--- config.mk ---
export PLATFORM = sky130hd
export DESIGN_NAME = alu_unit_flat
export DESIGN_NICKNAME = d
export VERILOG_FILES = /design/src/rtl/alu_if.sv /design/src/rtl/alu_unit.sv /design/src/flat_wrapper.sv
export SDC_FILE = /design/constraint.sdc
export NUM_CORES = 1
export LEC_CHECK = 0
export CAP_MARGIN = 20
export CORE_MARGIN = 3
export CORE_UTILIZATION = 25
export DETAILED_ROUTE_END_ITERATION = 10
export GPL_TIMING_DRIVEN = 0
export PLACE_DENSITY = 0.51
export SYNTH_ARGS = -nofsm -noshare
export SYNTH_HDL_FRONTEND = slang
export SYNTH_SLANG_ARGS = --single-unit
--- constraint.sdc ---
create_clock -name clk -period 6.07 [get_ports clk]
set_input_delay 1.821 -clock clk [delete_from_list [all_inputs] [get_ports clk]]
set_output_delay 1.821 -clock clk [all_outputs]
set_load 0.05 [all_outputs]
--- src/rtl/alu_if.sv ---
// Operand/opcode and result/flag bundle for the execute-stage ALU.
// The master drives operands; the slave (alu_unit) returns the registered result.
interface alu_if;
  localparam int unsigned DW = 32;
  localparam int unsigned PW = 64;
  localparam int unsigned OW = 6;

  logic [DW-1:0] inp1;
  logic [DW-1:0] inp2;
  logic [OW-1:0] opcode;
  logic [DW-1:0] out;
  logic [PW-1:0] mulout;
  logic          carryFlag;
  logic          zFlag;
  logic          signFlag;
  logic          overflowFlag;

  modport master (
    output inp1, inp2, opcode,
    input  out, mulout, carryFlag, zFlag, signFlag, overflowFlag
  );

  modport slave (
    input  inp1, inp2, opcode,
    output out, mulout, carryFlag, zFlag, signFlag, overflowFlag
  );
endinterface

--- src/rtl/alu_unit.sv ---
// Registered 32-bit KGP_RISC ALU: add, complement, logic, shifts and 32x32 multiply.
// Define ALU_MULT_EN to build the multiplier; otherwise mult/multu return zero.
module alu_unit (
  input logic  clk,
  input logic  rst,
  alu_if.slave bus
);
  localparam int unsigned DW = 32;
  localparam int unsigned PW = 64;
  localparam int unsigned SW = 5;

  localparam logic [5:0] OP_ADD   = 6'b000000;
  localparam logic [5:0] OP_ADDI  = 6'b000001;
  localparam logic [5:0] OP_MULT  = 6'b000010;
  localparam logic [5:0] OP_MULTU = 6'b000011;
  localparam logic [5:0] OP_COMP  = 6'b000100;
  localparam logic [5:0] OP_COMPI = 6'b000101;
  localparam logic [5:0] OP_AND   = 6'b000110;
  localparam logic [5:0] OP_XOR   = 6'b000111;
  localparam logic [5:0] OP_SHLL  = 6'b001000;
  localparam logic [5:0] OP_SHRL  = 6'b001001;
  localparam logic [5:0] OP_SHLLV = 6'b001010;
  localparam logic [5:0] OP_SHRLV = 6'b001011;
  localparam logic [5:0] OP_SHRA  = 6'b001100;
  localparam logic [5:0] OP_SHRAV = 6'b001101;

  typedef struct packed {
    logic [DW-1:0] out;
    logic [PW-1:0] mulout;
    logic          carry;
    logic          zero;
    logic          sign;
    logic          ovf;
  } alu_res_t;

  alu_res_t res_q;
  alu_res_t res_c;

  logic [DW:0]   sum_c;
  logic [DW:0]   neg_c;
  logic [SW-1:0] shamt_c;
  logic [PW-1:0] prod_c;
  logic          is_mul_c;

  // Shared 33-bit adder results: A+B and ~B+1 (two's complement of B).
  assign sum_c   = {1'b0, bus.inp1} + {1'b0, bus.inp2};
  assign neg_c   = {1'b0, ~bus.inp2} + (DW+1)'(1);
  assign shamt_c = bus.inp2[SW-1:0];
  assign is_mul_c = (bus.opcode == OP_MULT) || (bus.opcode == OP_MULTU);

`ifdef ALU_MULT_EN
  logic               mul_sgn_c;
  logic signed [DW:0] mul_a_c;
  logic signed [DW:0] mul_b_c;
  logic signed [2*DW+1:0] mul_full_c;

  // One signed 33x33 multiplier serves both ops: unsigned operands get a zero top bit.
  assign mul_sgn_c  = (bus.opcode == OP_MULT);
  assign mul_a_c    = {mul_sgn_c & bus.inp1[DW-1], bus.inp1};
  assign mul_b_c    = {mul_sgn_c & bus.inp2[DW-1], bus.inp2};
  assign mul_full_c = mul_a_c * mul_b_c;
  assign prod_c     = mul_full_c[PW-1:0];
`else
  assign prod_c = '0;
`endif

  // Next-result selection and flag generation.
  always_comb begin
    res_c = '0;
    case (bus.opcode)
      OP_ADD, OP_ADDI: begin
        res_c.out   = sum_c[DW-1:0];
        res_c.carry = sum_c[DW];
        res_c.ovf   = (bus.inp1[DW-1] == bus.inp2[DW-1]) &&
                      (sum_c[DW-1] != bus.inp1[DW-1]);
      end
      OP_COMP, OP_COMPI: begin
        res_c.out   = neg_c[DW-1:0];
        res_c.carry = neg_c[DW];
        res_c.ovf   = bus.inp2[DW-1] & neg_c[DW-1];
      end
      OP_AND:            res_c.out = bus.inp1 & bus.inp2;
      OP_XOR:            res_c.out = bus.inp1 ^ bus.inp2;
      OP_SHLL, OP_SHLLV: res_c.out = bus.inp1 << shamt_c;
      OP_SHRL, OP_SHRLV: res_c.out = bus.inp1 >> shamt_c;
      OP_SHRA, OP_SHRAV: res_c.out = DW'($signed(bus.inp1) >>> shamt_c);
      OP_MULT, OP_MULTU: begin
        res_c.mulout = prod_c;
        res_c.out    = prod_c[DW-1:0];
      end
      default:           res_c.out = '0;
    endcase

    // Multiplies report status on the full product, everything else on out.
    if (is_mul_c) begin
      res_c.zero = (res_c.mulout == '0);
      res_c.sign = res_c.mulout[PW-1];
    end else begin
      res_c.zero = (res_c.out == '0);
      res_c.sign = res_c.out[DW-1];
    end
  end

  always_ff @(posedge clk) begin
    if (!rst) begin
      res_q <= '0;
    end else begin
      res_q <= res_c;
    end
  end

  assign bus.out          = res_q.out;
  assign bus.mulout       = res_q.mulout;
  assign bus.carryFlag    = res_q.carry;
  assign bus.zFlag        = res_q.zero;
  assign bus.signFlag     = res_q.sign;
  assign bus.overflowFlag = res_q.ovf;
endmodule

--- src/flat_wrapper.sv ---
// flat-port wrapper written by rule: the top's interface ports become plain ports
module alu_unit_flat 
  (clk, rst, bus_inp1, bus_inp2, bus_opcode, bus_out, bus_mulout, bus_carryFlag, bus_zFlag, bus_signFlag, bus_overflowFlag);
  alu_if bus_i ();
  input logic clk;
  input logic rst;
  input wire logic [$bits(bus_i.inp1)-1:0] bus_inp1;
  input wire logic [$bits(bus_i.inp2)-1:0] bus_inp2;
  input wire logic [$bits(bus_i.opcode)-1:0] bus_opcode;
  output wire logic [$bits(bus_i.out)-1:0] bus_out;
  output wire logic [$bits(bus_i.mulout)-1:0] bus_mulout;
  output wire logic [$bits(bus_i.carryFlag)-1:0] bus_carryFlag;
  output wire logic [$bits(bus_i.zFlag)-1:0] bus_zFlag;
  output wire logic [$bits(bus_i.signFlag)-1:0] bus_signFlag;
  output wire logic [$bits(bus_i.overflowFlag)-1:0] bus_overflowFlag;
  assign bus_i.inp1 = bus_inp1;
  assign bus_i.inp2 = bus_inp2;
  assign bus_i.opcode = bus_opcode;
  assign bus_out = bus_i.out;
  assign bus_mulout = bus_i.mulout;
  assign bus_carryFlag = bus_i.carryFlag;
  assign bus_zFlag = bus_i.zFlag;
  assign bus_signFlag = bus_i.signFlag;
  assign bus_overflowFlag = bus_i.overflowFlag;
  alu_unit u_core (.clk(clk), .rst(rst), .bus(bus_i));
endmodule
==> summary.txt, run 1 <==
Outcome
  • Status: finished clean

Route
  • Drt initial violations: 1,883
  • DR vias/cell: 6.23
  • Pre-antenna DRT Iters: 6
  • Wire per inst: 31.3 um
  • DR vias: 11,900
  • Final ANT Viol Nets: 0
  • DRC violations left: 0
  • Overall routed net length: 60,100 um

CTS
  • Reg clk slew, reported paths: 60 ps
  • CTS tree: done
  • Clk buf depth: 2
  • Total CTS buffers: 5
  • Clock root cell: clkbuf_16
  • Number of buffers added for setup after CTS: 0
  • Num Clock Sinks: 36
  • H-Tree Depth: 2

STA
  • Unrepaired setup endpoints after global routing: false
  • Final Cycle Share: 99.7%
  • Max Freq: 165 MHz
  • Tmin final: 6050 ps
  • Final worst setup slack: 19.6 ps
  • Slew Limit Fails: 0
  • Relative slew slack: 22.9%
  • Hold Vio Cnt, Final: 0
  • Finish-stage setup viols: 0
  • Worst-Margin Slew: 1160 ps

Global routing
  • Initial antenna violation count: 3
  • First-pass GRT wire length: 84,500 um
  • GRT Overall Usage: 27.9%
  • Grt total ovfl: 0
  • Largest net degree at the start of global routing: 20
  • Vias in the first global route: 10,900

Finish
  • Register area: 721 um^2
  • Filler cells: 4,140
  • Nets: 1,513
  • Most frequent cells in the layout: clkdlybuf4s50_1 (106), nor2_1 (91), nand2_1 (85)
  • Proportion of layout cells with a drive suffix above 1: 18.1%
  • N_diodes: 0
  • Commonest non-fill, non-tap cell in the layout: clkdlybuf4s50_1
  • Area growth syn-to-layout: 23.0%
  • Area of the multi-input gates: 0.00832 mm^2

Critical path
  • CP Max Fanout: 10
  • Critical Path AT: 6230 ps
  • Critical path class: in2reg
  • CP endpoint kind: register
  • CP startpoint kind: input port
  • Worst EP required: 6250 ps

Place
  • DP Wirelength: 48,700 um
  • IO Port Bufs: 106
  • GP Congestion: 1.03
  • Place WS: -1400 ps

Logic synthesis
  • Post-synth EDFFs: 0
  • Cell count after synthesis: 1,223
  • Async set-reset flop share out of synthesis: 0%
  • Top cell type's share of synthesized area: 17.2%
  • Seq/Total Area, Yosys: 7.35%
  • #FFs+latches synth: 36
  • Syn Std Cell Area: 0.00980 mm^2
  • Syn_area_per_cell: 8.02 um^2
  • Largest cells by area after synthesis: mux4_2 (17%), dfxtp_1 (7.4%), mux2i_1 (6.6%)
  • Synth warn: 0
  • Cell taking the most area after synthesis: mux4_2
  • Netlist cell types: 86
  • Main synth FF type: dfxtp_1

Power
  • Total power: 1570 uW
  • Pwr dens: 130 mW/mm^2
  • Leak: 0.00450 uW
  • Maximum VDD drop: 132 uV

Floorplan
  • Initial Util: 25.7%
  • DIE HEIGHT: 204 um
  • Site Rows: 71
  • Io pins: 172
  • Die width: 204 um
  • Die area: 0.0416 mm^2
  • Core Footprint: 0.0382 mm^2

Hold path
  • Hold Crit Class: in2reg

Job
  • Max-Cap Viols: 0
==> timing repair <==
item                                    CTS  global route
endpoints found under the setup margin   10             1
gates resized for setup                  13            16
cloned                                    0             0
hold buffers                              0             0
hold endpoints to repair                  0             0
==> logic make-up (layout without fill, tap and decap cells) <==
group,after synthesis,count (layout),share of synthesized area [%]
adders and majority gates,36,36,4.67
muxes,166,166,27.3
AOI/OAI and AO/OA,337,337,24.4
and+or+nand+nor,417,417,22.3
other,1,64,0.0383
buffers and inverters,198,318,11.0
DFF,36,36,7.35
xor gates and xnor gates,32,32,2.86
==> where the power goes <==
part	internal, uW	switching, uW	total, uW
clock	162	105	267
sequential	247	2.57	249
combinational	366	690	1060
total	774	798	1570
==> worst max-delay path, stage by stage <==
cell and delay (ps):
clkdlybuf4s50_1 620, or3b_2 600, clkbuf_1 370, nor3_2 720, buf_2 560, buf_1 750
a221oi_1 200, o21ai_0 190, a21oi_1 110, nand4_1 210, nor3_2 50
==> stage by stage <==
step                      std cells  setup TNS [ps]  hold WS [ps]  util (%)  cell area, um^2
after floorplan                1286               0          1940         -            10000
after global placement         1903           -9680          2640      30.7            11700
after detailed placement       1910           -6060          2650      30.9            11800
after CTS                      1917               0          2350      31.4            12000
after global routing           1917               0          2380      31.6            12100
final                          1917               0          2360      31.6            12100
==> cell type report <==
class	count	area share [%]
sequential	36	5.98
clock buffer	6	1.15
multi-input combinational	1052	69.1
clock inverter	2	0.0830
inverter	23	0.799
buffer	174	8.38
timing repair buffer	113	9.26
tap	511	5.30
==> cells in the mapped netlist (all sizes together), types with 12 or more instances <==
cell type    n
buf        104
nor2        92
nand2       85
mux4        78
clkbuf      71
mux2i       65
a21oi       62
nor3        48
o21ai       45
dfxtp       36
nand3       36
ha          35
and2        24
o22ai       24
a211oi      23
mux2        23
o211ai      22
inv         20
xor2        20
nand4       18
and3        16
nor4        15
or3         15
nand2b      14
xnor2       12
==> final timing paths <==
check / from / to / slack [ps] / cells after the start
setup / recovery: bus_opcode[2] / u_core.bus.zFlag$_SDFF_PN0_ / 20 / 11
hold / removal: rst / u_core.bus.out[18]$_SDFF_PN0_ / 2360 / 2
==> flip-flops by register name (all words and copies together), names as in the netlist <==
signal,count
u_core.bus.out,32
u_core.bus.carryFlag,1
u_core.bus.overflowFlag,1
u_core.bus.signFlag,1
u_core.bus.zFlag,1
==> per-layer routing <==
layer,track usage [%],vias up,share of wire [%]
li1,-,5030,-
met1,39.2,5878,42
met2,42.2,872,43
met3,4.94,159,9.8
met4,11.5,4,5.2
met5,0,-,0.045
(Power assumes the default switching activity.)
==> run 2, diff against run 1 <==
- TNS_END_PERCENT: default -> 100
==> results of run 2 <==
The final DEF is identical to that of run 1; final timing and power are the same.
